## config.mk

```make
export PLATFORM = sky130hd
export DESIGN_NAME = seq_div_8bit
export DESIGN_NICKNAME = d
export VERILOG_FILES = /design/src/rtl/seq_div_8bit.sv
export SDC_FILE = /design/constraint.sdc
export NUM_CORES = 1
export LEC_CHECK = 0
export CAP_MARGIN = 5
export CORE_ASPECT_RATIO = 0.5
export CORE_UTILIZATION = 44
export CTS_BUF_LIST = sky130_fd_sc_hd__clkbuf_16
export CTS_CLUSTER_SIZE = 24
export DETAILED_ROUTE_END_ITERATION = 16
export GPL_TIMING_DRIVEN = 0
export HOLD_SLACK_MARGIN = 0.02
export PLACE_DENSITY_LB_ADDON = 0.05
export SLEW_MARGIN = 20
export SYNTH_ARGS = -nofsm -noshare
export SYNTH_HDL_FRONTEND = slang
export SYNTH_SLANG_ARGS = --single-unit
```

## constraint.sdc

```tcl
create_clock -name clk -period 2.3 [get_ports clk]
set_input_delay 0.23 -clock clk [delete_from_list [all_inputs] [get_ports clk]]
set_output_delay 0.23 -clock clk [all_outputs]
set_load 0.1 [all_outputs]
```

## src/rtl/seq_div_8bit.sv

```systemverilog
// seq_div_8bit: multi-cycle restoring divider, one quotient bit per clock.
// Latency: done pulses WIDTH+1 cycles after the accepting edge, or 1 cycle when the divisor is 0.
// Backpressure: start is ignored while busy=1; results are held until the next accepted start.
//
// Ports:
//   clk, rst            rising-edge clock, asynchronous active-high reset
//   start               command strobe, sampled only when busy=0
//   dividend, divisor   operands, captured on the accepting edge
//   busy, done          in-flight indicator / one-cycle result-valid pulse
//   quotient, remainder registered results, held until the next accepted start
//   div_by_zero         set with done when the captured divisor was 0
//
// Build option: define DIV_SIGNED_EN for two's-complement (DIV) semantics;
// leave it undefined for unsigned (DIVU) semantics with no sign logic.
module seq_div_8bit #(
  parameter int WIDTH = 8
) (
  input  logic             clk,
  input  logic             rst,
  input  logic             start,
  input  logic [WIDTH-1:0] dividend,
  input  logic [WIDTH-1:0] divisor,
  output logic             busy,
  output logic             done,
  output logic [WIDTH-1:0] quotient,
  output logic [WIDTH-1:0] remainder,
  output logic             div_by_zero
);

  localparam int CW = $clog2(WIDTH + 1);

  typedef enum logic [1:0] {
    S_IDLE = 2'd0,
    S_RUN  = 2'd1,
    S_DONE = 2'd2
  } state_t;

  state_t           r_state;
  state_t           w_state_nxt;
  logic             w_accept;
  logic             w_last;
  logic [CW-1:0]    r_cnt;
  logic [WIDTH-1:0] r_rem;
  logic [WIDTH-1:0] r_quo;
  logic [WIDTH-1:0] r_dvsr;
  logic [WIDTH:0]   w_shift;
  logic [WIDTH:0]   w_trial;
  logic [WIDTH-1:0] w_rem_nxt;
  logic [WIDTH-1:0] w_quo_nxt;
  logic [WIDTH-1:0] w_dvd_mag;
  logic [WIDTH-1:0] w_dvsr_mag;
  logic [WIDTH-1:0] w_quo_fix;
  logic [WIDTH-1:0] w_rem_fix;

  // ---------------------------------------------------------------------------
  // FSM
  // ---------------------------------------------------------------------------
  always_ff @(posedge clk or posedge rst) begin
    if (rst) begin
      r_state <= S_IDLE;
    end else begin
      r_state <= w_state_nxt;
    end
  end

  always_comb begin
    w_state_nxt = r_state;
    w_accept    = 1'b0;
    w_last      = 1'b0;
    busy        = 1'b0;
    done        = 1'b0;
    case (r_state)
      S_IDLE: begin
        if (start) begin
          w_accept    = 1'b1;
          w_state_nxt = (divisor == '0) ? S_DONE : S_RUN;
        end
      end
      S_RUN: begin
        busy = 1'b1;
        if (r_cnt == CW'(1)) begin
          w_last      = 1'b1;
          w_state_nxt = S_DONE;
        end
      end
      S_DONE: begin
        done = 1'b1;
        // A start in the DONE cycle is accepted directly, so there is no idle gap.
        if (start) begin
          w_accept    = 1'b1;
          w_state_nxt = (divisor == '0) ? S_DONE : S_RUN;
        end else begin
          w_state_nxt = S_IDLE;
        end
      end
      default: w_state_nxt = S_IDLE;
    endcase
  end

  // ---------------------------------------------------------------------------
  // One restoring step. The shifted partial remainder is below 2*divisor, so
  // the WIDTH+1-bit difference never overflows and its MSB is the sign.
  // ---------------------------------------------------------------------------
  always_comb begin
    w_shift = {r_rem, r_quo[WIDTH-1]};
    w_trial = w_shift - {1'b0, r_dvsr};
    if (!w_trial[WIDTH]) begin
      w_rem_nxt = w_trial[WIDTH-1:0];
      w_quo_nxt = {r_quo[WIDTH-2:0], 1'b1};
    end else begin
      w_rem_nxt = w_shift[WIDTH-1:0];
      w_quo_nxt = {r_quo[WIDTH-2:0], 1'b0};
    end
  end

  // ---------------------------------------------------------------------------
  // Operand conditioning and result sign fix-up
  // ---------------------------------------------------------------------------
`ifdef DIV_SIGNED_EN
  logic r_neg_q;
  logic r_neg_r;

  always_ff @(posedge clk or posedge rst) begin
    if (rst) begin
      r_neg_q <= 1'b0;
      r_neg_r <= 1'b0;
    end else if (w_accept) begin
      r_neg_q <= dividend[WIDTH-1] ^ divisor[WIDTH-1];
      r_neg_r <= dividend[WIDTH-1];
    end
  end

  // The magnitude of the most-negative value is exact as an unsigned number,
  // so MIN / -1 falls out as quotient = MIN with no special case.
  assign w_dvd_mag  = dividend[WIDTH-1] ? -dividend : dividend;
  assign w_dvsr_mag = divisor[WIDTH-1]  ? -divisor  : divisor;
  assign w_quo_fix  = r_neg_q ? -w_quo_nxt : w_quo_nxt;
  assign w_rem_fix  = r_neg_r ? -w_rem_nxt : w_rem_nxt;
`else
  assign w_dvd_mag  = dividend;
  assign w_dvsr_mag = divisor;
  assign w_quo_fix  = w_quo_nxt;
  assign w_rem_fix  = w_rem_nxt;
`endif

  // ---------------------------------------------------------------------------
  // Datapath and result registers (results load only on entry to DONE)
  // ---------------------------------------------------------------------------
  always_ff @(posedge clk or posedge rst) begin
    if (rst) begin
      r_cnt       <= '0;
      r_rem       <= '0;
      r_quo       <= '0;
      r_dvsr      <= '0;
      quotient    <= '0;
      remainder   <= '0;
      div_by_zero <= 1'b0;
    end else if (w_accept) begin
      r_dvsr      <= w_dvsr_mag;
      r_rem       <= '0;
      r_quo       <= w_dvd_mag;
      div_by_zero <= 1'b0;
      if (divisor == '0) begin
        // Divide by zero skips RUN and reports the raw dividend.
        r_cnt       <= '0;
        quotient    <= '1;
        remainder   <= dividend;
        div_by_zero <= 1'b1;
      end else begin
        r_cnt <= CW'(WIDTH);
      end
    end else if (r_state == S_RUN) begin
      r_rem <= w_rem_nxt;
      r_quo <= w_quo_nxt;
      r_cnt <= r_cnt - CW'(1);
      if (w_last) begin
        quotient  <= w_quo_fix;
        remainder <= w_rem_fix;
      end
    end
  end

endmodule
```

==> summary.txt, run 1 <==
Outcome
  • Outcome: finished, violations left
  • Failing checks: negative setup slack

Global routing
  • Top Usage Layer GRT: met1
  • Met2 Use GR: 35.94%
  • Global-route wire length before repair: 11.02 mm
  • GR Util met1: 36.68%
  • M3 GR Usage: 5.386%
  • Pin count of the biggest net entering global routing: 27
  • Vias in the first global route: 2151
  • Antenna violations before repair: 0
  • GR Overflow Total: 0
  • GRT Overall Usage: 24.11%

CTS
  • Hold-fix buffers at CTS: 0
  • Worst-Skew Late Latency: 0.29 ns
  • CTS sink count: 47
  • CTS buffer count: 5
  • Clk slew on worst S/H paths: 0.07 ns
  • Clock Tree Buf Depth: 2
  • Clock root buffer: clkbuf_16
  • CTS tree: done
  • H-tree level count: 2

Final layout
  • Final net count: 368
  • Fin area: 3491 µm²
  • Diode count: 0
  • Area grow syn2layout: 37.98%
  • Reg area: 1176 µm²
  • Fill count: 454
  • Layout Cells excl Fill: 412
  • Layout cell share with drive strength beyond 1: 17.99%
  • Multi-input gate area: 1441 µm²

Logic synthesis
  • Top FF cell, synth: dfrtp_1
  • Most area-consuming cells after synthesis: dfrtp_1 (46%), nand2_1 (8.0%), o21ai_0 (5.3%)
  • Yosys Warn Count: 0
  • Count leader, synth: nand2_1
  • Syn avg cell area: 9.100 µm²
  • Syn Inst Count: 278
  • Cell Area, Synth: 2530 µm²
  • Area leader, netlist: dfrtp_1
  • Async S/R FF share, synth: 100.0%
  • Net Count, Synth: 308
  • Yosys cell types: 40
  • Sequential share of the synthesized area: 46.49%
  • Number of enable flip-flop cells after synthesis: 0
  • Synth top area share: 46.49%
  • Number of synthesized register bits: 47
  • Commonest cells post-synth: nand2_1 (54), dfrtp_1 (47), o21ai_0 (27)

Floorplanning
  • Die Span Y: 55.62 µm
  • Initial Util: 45.87%
  • Std-Cell Rows: 19
  • Core Area: 5515 µm²
  • Num ports: 38
  • Die area: 6076 µm²
  • Die span in x: 109.2 µm

Setup path
  • WP data arrival: 2.67 ns
  • WP data required: 2.46 ns
  • Setup crit end kind: flop
  • Reg2Reg Depth: 12
  • CP Launch Type: flop
  • Register-to-register setup slack: -0.21 ns
  • CP Max Fanout: 5
  • Crit Path Class: reg -> reg

Timing
  • Fmax: 0.3988 GHz
  • Fin worst setup slack: -0.2078 ns
  • Worst-margin pin slew: 0.9773 ns
  • RSZ-0062 raised after global routing: true
  • Tmin final: 2.508 ns
  • Max_slew headroom: 34.64%
  • Final worst-path cycle share: 109.0%
  • Endpoints failing setup: 18
  • Hold Fails Final Rpt: 0
  • Max Transition Viols Final: 0
  • Hold_ws: 0.3300 ns
  • Clock skew: 0.006629 ns

Route
  • Initial DRC count: 168
  • Vias: 2257
  • Pre-Repair DR Iteration Count: 4
  • Routed Antenna Nets: 0
  • Routed WL: 6.887 mm
  • Via density: 5.478
  • DRC viols: 0
  • Routed WL per cell: 16.72 µm

Place
  • Post-Place Cells: 389
  • Hpwl dp: 4.810 mm
  • Buffers added on ports: 37
  • Placed cell areas: 3043 µm²
  • Routability Congestion: 0.8064

Run
  • Max-cap violations: 0

Hold path
  • Worst hold-check path type: in -> async
[flip-flops by register name (all words and copies together), names as in the netlist]
signal and count:
div_by_zero 1, r_dvsr 8, remainder 8, r_rem 8, r_quo 8, r_state 2, r_cnt 4, quotient 8
[area by class of cell]
type,count,share of cell area (%)
repair buffers,53,15.23
plain buffers,12,1.326
well taps,73,2.616
multi-input cells,204,41.29
clock inverters,3,0.6452
clock buffers,5,3.584
inverters,15,1.613
flip-flops and latches,47,33.69
[stage by stage]
stage	setup slack [ns]	utilization, %	TNS, ns
after detailed placement	-0.5399	55.17	-8.636
after CTS	-0.1671	61.39	-1.797
final	-0.2078	63.29	-2.855
after floorplan	-0.1315	-	-0.8771
after global placement	-0.5056	54.67	-7.846
after global routing	-0.2972	63.29	-4.512
[cells in the final DEF (no fill, tap or decap), types with 10 or more instances in the layout]
cell             count
o21ai_0             25
dfrtp_1             47
a21oi_1             10
buf_4               12
clkbuf_1            10
inv_1               12
clkdlybuf4s50_1     36
nand2_1             52
nor2_1              11
[per-layer routing]
layer	vias to the layer above	routed length (µm)
li1	1092	-
met1	1113	3424
met2	50	3052
met3	2	394
met4	0	15
met5	-	0
[path summary, 6_finish.rpt]
path,to,from
worst max-delay path,r_rem[7]$_DFFE_PP0P_,r_quo[7]$_DFFE_PP0P_
worst min-delay path,quotient[0]$_DFFE_PP0P_,rst
worst max register to register,r_rem[7]$_DFFE_PP0P_,r_quo[7]$_DFFE_PP0P_
worst min register to register,div_by_zero$_DFFE_PP0P_,div_by_zero$_DFFE_PP0P_
max in group asynchronous,r_dvsr[1]$_DFFE_PP0P_,rst
min in group clk,div_by_zero$_DFFE_PP0P_,div_by_zero$_DFFE_PP0P_
[kinds of logic (layout without fill, tap and decap cells)]
kind of cell | Yosys count | in the layout | synth area share [%]
buffers and inverters | 27 | 88 | 4.006
AOI/OAI and AO/OA | 81 | 81 | 19.83
xor gates and xnor gates | 6 | 6 | 2.077
adders and majority gates | 11 | 11 | 5.737
and+or+nand+nor | 94 | 94 | 16.96
muxes | 12 | 12 | 4.896
DFF | 47 | 47 | 46.49
[repair_timing]
action | 4_1_cts | 5_1_grt
gates resized for setup | 24 | 20
setup endpoints to repair | 19 | 21
hold endpoints to repair | 0 | 0
buffers inserted | 11 | 5
gates cloned | 0 | 0
pin swaps | 7 | 12
[worst max-delay path, cell delays in order (launching register included)]
cell,delay [ns]
dfrtp_1,0.39
inv_2,0.08
ha_4,0.13
inv_2,0.03
fa_2,0.38
a211oi_4,0.31
nor3_4,0.10
mux2i_4,0.21
a211oi_4,0.17
buf_6,0.20
buf_12,0.13
mux2i_1,0.17
o21ai_1,0.07
Power of run 1 is left out: the tool's default activity adds up to more than one toggle a clock period on the data nets, which glitch-free logic cannot reach.
==> run 2: changes to the inputs <==
--- a/constraint.sdc
+++ b/constraint.sdc
@@ -3,2 +3,2 @@
 set_output_delay 0.23 -clock clk [all_outputs]
-set_load 0.1 [all_outputs]
+set_load 0.02 [all_outputs]
==> summary.txt, run 2 (synthesis results as in run 1) <==
Outcome
  • Outcome: finished, violations left
  • Failing checks: negative setup slack

Route
  • Routed Antenna Nets: 0
  • Pre-Repair DR Iteration Count: 4
  • Initial DRC count: 154
  • Routed WL: 6.974 mm
  • Routed WL per cell: 16.93 µm
  • Vias: 2283
  • Via density: 5.541
  • DRC viols: 0

Setup path
  • WP data arrival: 2.70 ns
  • CP Max Fanout: 5
  • CP Launch Type: flop
  • Critical Path Start: r_quo[7]$_DFFE_PP0P_
  • Crit Path Class: reg -> reg
  • Setup crit end kind: flop
  • Register-to-register setup slack: -0.23 ns
  • Reg2Reg Depth: 12
  • Reg2reg start: r_quo[7]$_DFFE_PP0P_
  • WP data required: 2.47 ns

Timing
  • Final worst-path cycle share: 110.0%
  • Max_slew headroom: 60.12%
  • RSZ-0062 raised after global routing: true
  • Endpoints failing setup: 18
  • Fmax: 0.3953 GHz
  • Worst-margin pin slew: 0.5973 ns
  • Fin worst setup slack: -0.2299 ns
  • Tmin final: 2.530 ns
  • Max Transition Viols Final: 0
  • Clock skew: 0.007041 ns
  • Hold Fails Final Rpt: 0
  • Hold_ws: 0.3315 ns

Final layout
  • Final net count: 368
  • Layout cell share with drive strength beyond 1: 18.29%
  • Diode count: 0
  • Area grow syn2layout: 38.53%
  • Fill count: 453
  • Most frequent cells in the layout: nand2_1 (52), dfrtp_1 (47), clkdlybuf4s50_1 (37)
  • Commonest non-fill, non-tap cell in the layout: nand2_1
  • Util after Layout: 63.54%

CTS
  • CTS tree: done
  • Clk slew on worst S/H paths: 0.07 ns
  • CTS sink count: 47
  • Clock root buffer: clkbuf_16
  • Clock Tree Buf Depth: 2
  • Worst-Skew Late Latency: 0.29 ns
  • H-tree level count: 2
  • Hold-fix buffers at CTS: 0
  • CTS buffer count: 5

Global routing
  • GRT Overall Usage: 24.02%
  • Vias in the first global route: 2139
  • Global-route wire length before repair: 11.00 mm
  • Antenna violations before repair: 0
  • Pin count of the biggest net entering global routing: 27
  • GR Overflow Total: 0

Floorplanning
  • Die span in x: 109.2 µm
  • Std-Cell Rows: 19
  • Die area: 6076 µm²
  • Initial Util: 45.87%
  • Core Area: 5515 µm²
  • Num ports: 38
  • Die Span Y: 55.62 µm

Place
  • Hpwl dp: 4.810 mm
  • Routability Congestion: 0.8064
  • Buffers added on ports: 37

Run
  • Max-cap violations: 0

Hold path
  • Worst hold-check path type: in -> async
==> run 2: cell types whose count changed in the layout (fill, tap and decap cells not counted), sizes merged <==
cell,delta
buf,-1
clkdlybuf4s50,+1
==> run 2: final timing paths <==
kind / end
worst max-delay path: r_rem[7]$_DFFE_PP0P_
worst min-delay path: quotient[0]$_DFFE_PP0P_
worst max register to register: r_rem[7]$_DFFE_PP0P_
worst min register to register: div_by_zero$_DFFE_PP0P_
max in group asynchronous: r_dvsr[3]$_DFFE_PP0P_
min in group clk: div_by_zero$_DFFE_PP0P_
==> run 2: critical path, stage by stage, from the launching register on <==
cell      delay [ns]
dfrtp_1         0.40
inv_2           0.09
ha_4            0.13
inv_2           0.03
fa_2            0.38
a211oi_4        0.31
nor3_4          0.10
mux2i_4         0.21
a211oi_4        0.17
buf_6           0.20
buf_12          0.13
mux2i_1         0.18
o21ai_1         0.07
==> run 2: cell type report <==
| type | count | area (µm²) | area share [%] |
|---|---|---|---|
| Inverter | 15 | 56.30 | 1.607 |
| Clock inverter | 3 | 22.52 | 0.6426 |
| Multi-Input combinational cell | 204 | 1450 | 41.38 |
| Timing Repair Buffer | 53 | 534.3 | 15.24 |
| Buffer | 12 | 48.80 | 1.392 |
| Clock buffer | 5 | 125.1 | 3.570 |
| Tap cell | 73 | 91.34 | 2.606 |
| Sequential cell | 47 | 1176 | 33.56 |
==> run 2: layer usage <==
metal,vias up,track usage (%),routed length [µm]
li1,1093,-,-
met1,1126,36.45,3426
met2,60,35.85,3131
met3,4,5.386,392
met4,0,3.429,23
met5,-,0,0
==> run 2: stage by stage <==
| stage | cells | cell area, µm² | setup TNS [ns] | setup WS (ns) |
|---|---|---|---|---|
| after floorplan | 278 | 2554 | -0.7648 | -0.09629 |
| after detailed placement | 389 | 3043 | -8.113 | -0.5399 |
| after global placement | 388 | 3015 | -7.341 | -0.4847 |
| final | 412 | 3505 | -3.299 | -0.2299 |
| after global routing | 412 | 3505 | -4.853 | -0.3089 |
| after CTS | 407 | 3368 | -1.761 | -0.1734 |
==> run 2: repair_timing <==
action / 4_1_cts / 5_1_grt
pin swaps: 5 / 12
gates resized for setup: 19 / 22
setup buffers: 10 / 5
endpoints found under the setup margin: 19 / 21
Power of run 2 is left out for the same reason.
==> run 3: changes to the inputs <==
- ABC_AREA: unset -> 1
- CORE_MARGIN: unset -> 3
- HOLD_SLACK_MARGIN: 0.02 -> 0.1
==> summary.txt, run 3 <==
Setup path
  • Reg2Reg Depth: 14
  • CP Max Fanout: 10
  • Setup crit end kind: flop
  • WP data arrival: 2.25 ns
  • Register-to-register setup slack: 0.24 ns
  • Critical Path Start: r_quo[7]$_DFFE_PP0P_
  • Worst r2r dst: remainder[1]$_DFFE_PP0P_
  • Reg2reg start: r_quo[7]$_DFFE_PP0P_
  • Setup crit end: remainder[1]$_DFFE_PP0P_
  • Crit Path Class: reg -> reg
  • WP data required: 2.49 ns
  • CP Launch Type: flop

CTS
  • Clk slew on worst S/H paths: 0.07 ns
  • Clock Tree Buf Depth: 2
  • Hold-fix buffers at CTS: 0
  • CTS tree: done
  • CTS sink count: 47
  • # resized after CTS: 0
  • CTS buffer count: 5
  • H-tree level count: 2
  • Worst-Skew Late Latency: 0.29 ns
  • Clock root buffer: clkbuf_16
  • Setup Buffers After CTS: 0

Global routing
  • GRT Overall Usage: 17.94%
  • GR Overflow Total: 0
  • Vias in the first global route: 2061
  • Antenna violations before repair: 0
  • Global-route wire length before repair: 9.825 mm
  • Pin count of the biggest net entering global routing: 30

Route
  • DRC viols: 0
  • Routed WL per cell: 12.97 µm
  • Routed WL: 6.003 mm
  • Routed Antenna Nets: 0
  • Pre-Repair DR Iteration Count: 4
  • Via density: 4.927
  • Initial DRC count: 137
  • Vias: 2281

Timing
  • Max Transition Viols Final: 0
  • Final worst-path cycle share: 89.57%
  • Max_slew headroom: 68.78%
  • Setup_tns: 0 ns
  • Tmin final: 2.060 ns
  • Clock skew: 0.003574 ns
  • Worst-margin pin slew: 0.4683 ns
  • Fin worst setup slack: 0.2399 ns
  • Hold Fails Final Rpt: 0
  • Endpoints failing setup: 0
  • RSZ-0062 raised after global routing: false
  • Fmax: 0.4854 GHz

Final layout
  • Layout Cells excl Fill: 463
  • Final net count: 420
  • Diode count: 0
  • Layout cell share with drive strength beyond 1: 12.05%
  • Fill count: 542
  • Most frequent cells in the layout: nand2_1 (90), inv_1 (67), dfrtp_1 (47)
  • Commonest non-fill, non-tap cell in the layout: nand2_1
  • Area grow syn2layout: 24.05%

Power
  • Worst VDD drop: 0.5728 mV
  • Clock network fraction of total power: 15.2%
  • Power share of the combinational group: 58.4%
  • LEAKAGE: 1.795 nW
  • Reg power frac: 26.4%
  • Power density cells: 1622 nW/µm²
  • Sw Pwr: 0.002435 W
  • Sw frac: 45.18%
  • Power Internal: 0.002954 W

Outcome
  • Outcome: finished clean

Logic synthesis
  • Commonest cells post-synth: nand2_1 (90), inv_1 (68), dfrtp_1 (47)
  • Sequential share of the synthesized area: 43.90%
  • Net Count, Synth: 375
  • Syn Inst Count: 345
  • Synth top area share: 43.90%
  • Area leader, netlist: dfrtp_1
  • Yosys cell types: 29
  • Cell Area, Synth: 2679 µm²
  • Number of synthesized register bits: 47
  • Async S/R FF share, synth: 100.0%
  • Syn avg cell area: 7.765 µm²
  • Count leader, synth: nand2_1
  • Number of enable flip-flop cells after synthesis: 0
  • Yosys Warn Count: 0
  • Most area-consuming cells after synthesis: dfrtp_1 (44%), nand2_1 (13%), inv_1 (9.5%)
  • Top FF cell, synth: dfrtp_1

Floorplanning
  • Die Span Y: 61.18 µm
  • Num ports: 38
  • Core Area: 5682 µm²
  • Initial Util: 47.15%
  • Std-Cell Rows: 19
  • Die area: 7117 µm²
  • Die span in x: 116.3 µm

Place
  • Hpwl dp: 4.609 mm
  • Routability Congestion: 0.8627
  • Post-Place Cells: 456
  • Post-Place Setup Slack: 0.2643 ns
  • Buffers added on ports: 37

Hold path
  • Worst hold-check path type: in -> async

Run
  • Max-cap violations: 0
## run 3: cell count changes in the layout (fill, tap and decap cells not counted), sizes merged, moves of 7 or more
cell,delta
a21oi,-7
nand2,+45
buf,-11
nand3,+31
mux2i,-9
o21ai,-17
a22oi,-9
o221ai,+7
nor2,+13
clkbuf,-9
inv,+55
o22ai,-7
## run 3: cell type report
type / count / area, µm² / share of cell area, %
buffer: 7 / 45.04 / 1.355
clock buffer: 5 / 125.1 / 3.765
clock inverter: 2 / 37.54 / 1.130
inverter: 71 / 266.5 / 8.020
multi-input combinational: 220 / 1191 / 35.84
sequential: 47 / 1176 / 35.39
tap: 73 / 91.34 / 2.748
timing repair buffer: 38 / 390.4 / 11.75
## run 3: cell families after synthesis
kind of cell	synth area share, %
XOR/XNOR	1.308
buffers and inverters	11.63
adder cells (fa/ha/maj)	5.418
AND/OR/NAND/NOR	30.22
flip-flops	43.90
AO/OA/AOI/OAI	7.520
## run 3: metal layers
layer  vias up  global-route usage (%)  part of all wire (%)
li1       1173                       -                     -
met5         -                       0                     0
met2        42                   28.70                    44
met4         0                   4.298                  0.77
met3         7                   3.827                   5.7
met1      1059                   25.35                    50
## run 3: stage by stage
stage               area [µm²]  hold slack [ns]  util, %  total power [W]
floorplan                 2679           0.3750        -         0.003717
finish                    3323           0.2589    58.49         0.005390
global placement          3141           0.4704    55.27         0.004511
detailed placement        3161           0.4742    55.63         0.004580
CTS                       3323           0.2739    58.49         0.005429
global route              3323           0.2939    58.49         0.005892
## run 3: worst min path at each step
| stage | startpoint | depth (start not counted) | slack [ns] | end |
|---|---|---|---|---|
| final | rst | 2 | 0.26 | r_cnt[3]$_DFFE_PP0P_ |
| after global routing | rst | 2 | 0.29 | r_cnt[3]$_DFFE_PP0P_ |
| after detailed placement | r_dvsr[7]$_DFFE_PP0P_ | 2 | 0.47 | r_dvsr[7]$_DFFE_PP0P_ |
| after global placement | r_dvsr[3]$_DFFE_PP0P_ | 2 | 0.47 | r_dvsr[3]$_DFFE_PP0P_ |
| after CTS | rst | 2 | 0.27 | quotient[5]$_DFFE_PP0P_ |
| after floorplan | dividend[0] | 2 | 0.37 | r_quo[0]$_DFFE_PP0P_ |
## run 3: worst max-delay path: stages (launching register included)
cell	delay, ns
dfrtp_1	0.38
inv_1	0.11
ha_1	0.16
inv_1	0.07
fa_1	0.40
nand2_1	0.09
nand2_2	0.08
nand3_2	0.10
nand2_2	0.08
nand2_2	0.08
nand2_4	0.10
nand3_1	0.11
nand3_1	0.09
nand2_1	0.07
inv_1	0.03
## run 3: power by group through the flow
stage / clock network [W] / registers [W] / logic, W
global route: 0.000865 / 0.00148 / 0.00355
detailed placement: 0 / 0.00144 / 0.00314
CTS: 0.000829 / 0.00143 / 0.00317
finish: 0.000821 / 0.00142 / 0.00315
global placement: 0 / 0.00143 / 0.00308
floorplan: 0 / 0.00157 / 0.00215
(Power assumes the default switching activity.)
==> edit 1, RTL diff (settings of run 2) <==
Set the parameter `WIDTH` to 16 (it was 8).
--- a/src/rtl/seq_div_8bit.sv
+++ b/src/rtl/seq_div_8bit.sv
@@ -13,7 +13,7 @@
 // Build option: define DIV_SIGNED_EN for two's-complement (DIV) semantics;
 // leave it undefined for unsigned (DIVU) semantics with no sign logic.
 module seq_div_8bit #(
-  parameter int WIDTH = 8
+  parameter int WIDTH = 16
 ) (
   input  logic             clk,
   input  logic             rst,
Ports: changed (resized dividend, divisor, quotient and remainder); port bits go from 38 to 70. The function was not compared with the original's and may differ.
==> edit 1 against run 2 <==
- the flow still finishes with violations (setup timing)
- setup slack gained 0.028 ns
- wire length up 100%
- synthesized cell count rose by 87%
- non-clock buffer count up 57
- sequential cell count grew 41
- die area is 85% higher
- count of clock-buffer cells in the layout is 4 higher
- area after synthesis up 87%
- maximum frequency rose by 1.1%
- first-iteration DRC count grew 89%
- cell area is 90% higher
Power is left out: the tool's default activity adds up to more than one toggle a clock period on the data nets, which glitch-free logic cannot reach.
==> edit 1: results (changes against run 2) <==
pin count of the biggest net entering global routing 29 (+7.4%); post-DR wirelength/cell 18.4 um (+8.5%); final critical-path setup slack -0.202 ns (+0.0276 ns); area of the die 11200 um^2 (+85%); final count of negative-setup-slack endpoints 32 (+14); total negative slack for setup checks -4.33 ns (-1.03 ns); nonclk buf count 122 (+88%); violations in the final reports setup timing; wire length of the first global-routing pass 22400 um (+100%); slew at the pin closest to its max-slew limit 0.670 ns (+0.0726 ns); via count of the first global-routing pass 4221 (+97%); run status finished with violations; share of post-route cells with drive strength above 1 0.210 (+0.0270); via count 4313 (+89%); gate count of the mapped netlist 521 (+87%); Clock H-tree levels 3 (+1); nets in the synthesized netlist 575 (+87%); grt met3 use 0.0713 (+0.0174); met2 track demand over resource in global routing 0.425 (+0.0662); Die Wd 149 um (+36%); synth top area cells dfrtp_1 (46%), nand2_1 (7.7%), o21ai_0 (6.2%); M1 WL 6940 um (+100%); multi-input combinational cell count 377 (+85%); GRT Resource Usage Total 0.268 (+0.0280); cell types with the highest counts after synthesis nand2_1 (97), dfrtp_1 (88), o21ai_0 (59); smallest hold slack 0.240 ns (-0.0918 ns)
edit 1: cell count changes in the layout (fill, tap and decap cells not counted), moves of 7 or more:
cell,delta
a21oi_1,+12
clkbuf_1,+7
clkdlybuf4s50_1,+31
dfrtp_1,+38
inv_1,+12
nand2_1,+44
nor2_1,+13
nor3_1,+10
o21ai_0,+29
edit 1: critical path: cells and delay by family, from the launching register on:
kind,cells,cell delay (ns)
DFF,1,0.35
and+or+nand+nor,1,0.16
adders and majority gates,2,0.54
AOI/OAI and AO/OA,4,0.60
muxes,1,0.29
xor gates and xnor gates,1,0.15
buffers and inverters,2,0.27
edit 1: what timing repair did:
item | CTS | global route
setup buffers | 18 | 4
endpoints found under the setup margin | 39 | 49
hold buffers | 0 | 0
resized for setup | 70 | 41
pin swaps | 20 | 22
edit 1: logic make-up after synthesis:
group	after synthesis	share of synthesized area
buf+inv	56	0.0499
flops	88	0.465
compound gates	161	0.214
mux	15	0.0327
fa+ha+maj	19	0.0517
simple gates	169	0.155
xor+xnor	13	0.0319
==> edit 2, RTL diff (config.mk and constraints of run 2) <==
Without the edit above. Put one more register stage on the output `div_by_zero`, without a reset. The value now appears one clock later. The other outputs are not delayed to match.
--- a/src/rtl/seq_div_8bit.sv
+++ b/src/rtl/seq_div_8bit.sv
@@ -34,6 +34,8 @@
     S_RUN  = 2'd1,
     S_DONE = 2'd2
   } state_t;
+
+  logic div_by_zero_s0;
 
   state_t           r_state;
   state_t           w_state_nxt;
@@ -154,18 +156,18 @@
       r_dvsr      <= '0;
       quotient    <= '0;
       remainder   <= '0;
-      div_by_zero <= 1'b0;
+      div_by_zero_s0 <= 1'b0;
     end else if (w_accept) begin
       r_dvsr      <= w_dvsr_mag;
       r_rem       <= '0;
       r_quo       <= w_dvd_mag;
-      div_by_zero <= 1'b0;
+      div_by_zero_s0 <= 1'b0;
       if (divisor == '0) begin
         // Divide by zero skips RUN and reports the raw dividend.
         r_cnt       <= '0;
         quotient    <= '1;
         remainder   <= dividend;
-        div_by_zero <= 1'b1;
+        div_by_zero_s0 <= 1'b1;
       end else begin
         r_cnt <= CW'(WIDTH);
       end
@@ -180,4 +182,8 @@
     end
   end
 
+  always_ff @(posedge clk) begin
+    div_by_zero <= div_by_zero_s0;
+  end
+
 endmodule
Behaviour: not the same (a bounded check fails within 4 cycles, from zero or initial values and one cycle with rst high).
==> edit 2 against run 2 <==
- the flow still finishes with violations (setup timing)
- cell area increased by 1.1%
- sequential share of layout area increased by 0.21 points
- core utilization increased by 0.40 points
- sequential cell count increased by 1
- clock skew increased by 0.0014 ns
- synthesized cell count increased by 0.36%
- via count decreased by 0.83%
- area after synthesis increased by 0.79%
- setup slack improved by 0.084 ns
- die area increased by 0.77%
- final cell count unchanged
- wire length increased by 2.7%
- critical endpoint is now remainder[5]$_DFFE_PP0P_
Power is left out: the tool's default activity adds up to more than one toggle a clock period on the data nets, which glitch-free logic cannot reach.
==> edit 2: results (changes against run 2) <==
TritonCTS Sinks 48 (+2.1%); sequential share of cell area 0.338 (+0.00210); compound-cell area share of the yosys netlist 0.197 (-0.00156); wirelength, routed 7160 um (+2.7%); final weighted congestion in routability-driven placement 0.840 (+4.1%); nonclk buf count 64 (-1.5%); proportion of synthesized chip area in sequential cells 0.469 (+0.00420); GRT Resource Usage Total 0.256 (+0.0163); violations in the final reports setup timing; fraction of area in multi-input gates 0.410 (-0.00403); ClkCell Share 0.0473 (+0.00521); total negative slack for setup checks -1.74 ns (+1.56 ns); post-DR vias/cell 5.50 (-0.83%); post-placement cell count 390 (+0.26%); initial DRC count 203 (+32%); worst hold path type input pin to asynchronous set/reset pin; max_slew headroom 0.575 (-0.0262); synth top area cells dfrtp_1 (46%), nand2_1 (7.9%), o21ai_0 (5.3%); pin count of the biggest net entering global routing 33 (+22%); biggest cell delay along the critical path 0.39 ns; routed length on met3 331 um (-16%); final count of negative-setup-slack endpoints 18 (unchanged); nets in the synthesized netlist 309 (+0.32%); via count of the first global-routing pass 2187 (+2.2%); Clock Skew 0.00848 ns (+0.00144 ns); share of post-route cells with drive strength above 1 0.180 (-0.00295); final critical-path setup slack -0.146 ns (+0.0844 ns); parity-gate share of the synthesized area counting xor and xnor cells 0.0206 (-0.000163); wire length on met2 3150 um (+0.70%); run status finished with violations; grt met3 use 0.0504 (-0.00351); smallest hold slack 0.238 ns (-0.0939 ns); adder-cell share of the synthesized area 0.0569 (-0.000450); GRT met1 Usage 0.400 (+0.0352); first-pass detailed-route iteration total 4 (unchanged); number of library cell types mapped by synthesis 41 (+2.5%); CTS clk-pin slew, worst paths 0.07 ns (about the same); number of fillers in the final layout 463 (+2.2%); CP arrival 2.61 ns (-0.09 ns); met2 track demand over resource in global routing 0.360 (+0.00180); async set-or-reset flop fraction in the synthesized netlist 0.979 (-0.0208); via count 2264 (-0.83%); multiplexer fraction of the synthesized cell area 0.0486 (-0.000384); NonClk Buf Share 0.164 (-0.00282); wire length of the first global-routing pass 11500 um (+4.3%); Syn Area/Cell 9.14 um^2 (+0.43%); HPWL after detailed placement 4880 um (+1.4%); crit path max fanout 6 (+1); M1 WL 3600 um (+5.0%)
[edit 2: cell types whose count changed in the layout (fill, tap and decap cells not counted), sizes merged]
cell and change:
buf -1, bufinv +1, clkdlybuf4s50 -1, clkinv -1, clkinvlp +1, dfxtp +1, dlymetal6s2s +1, inv -1
[edit 2: through the flow]
stage / setup slack [ns] / area (um^2)
global placement: -0.491 / 3040
CTS: -0.150 / 3430
global route: -0.243 / 3540
floorplan: -0.0963 / 2570
finish: -0.146 / 3540
detailed placement: -0.555 / 3060
[edit 2: final timing paths]
| path | to | depth (start not counted) | start |
|---|---|---|---|
| max | remainder[5]$_DFFE_PP0P_ | 11 | r_quo[7]$_DFFE_PP0P_ |
| min | quotient[5]$_DFFE_PP0P_ | 2 | rst |
| max reg2reg | remainder[5]$_DFFE_PP0P_ | 11 | r_quo[7]$_DFFE_PP0P_ |
| min reg2reg | div_by_zero$_DFF_P_ | 0 | div_by_zero_s0$_DFFE_PP0P_ |
| max in group asynchronous | r_dvsr[1]$_DFFE_PP0P_ | 3 | rst |
| min in group clk | div_by_zero$_DFF_P_ | 0 | div_by_zero_s0$_DFFE_PP0P_ |
[edit 2: critical path: cells and delay by family (launching register included)]
kind / cells / cell delay, ns
AO/OA/AOI/OAI: 3 / 0.59
adder cells (fa/ha/maj): 2 / 0.50
buffers and inverters: 3 / 0.31
flip-flops: 1 / 0.39
multiplexers: 2 / 0.44
AND/OR/NAND/NOR: 1 / 0.09
[edit 2: what timing repair did]
action                                  in CTS  in global routing
setup buffers                               10                  4
resized for setup                           26                 18
hold buffers                                 0                  0
endpoints found under the hold margin        0                  0
endpoints found under the setup margin      19                 21
pin swaps                                    7                  7
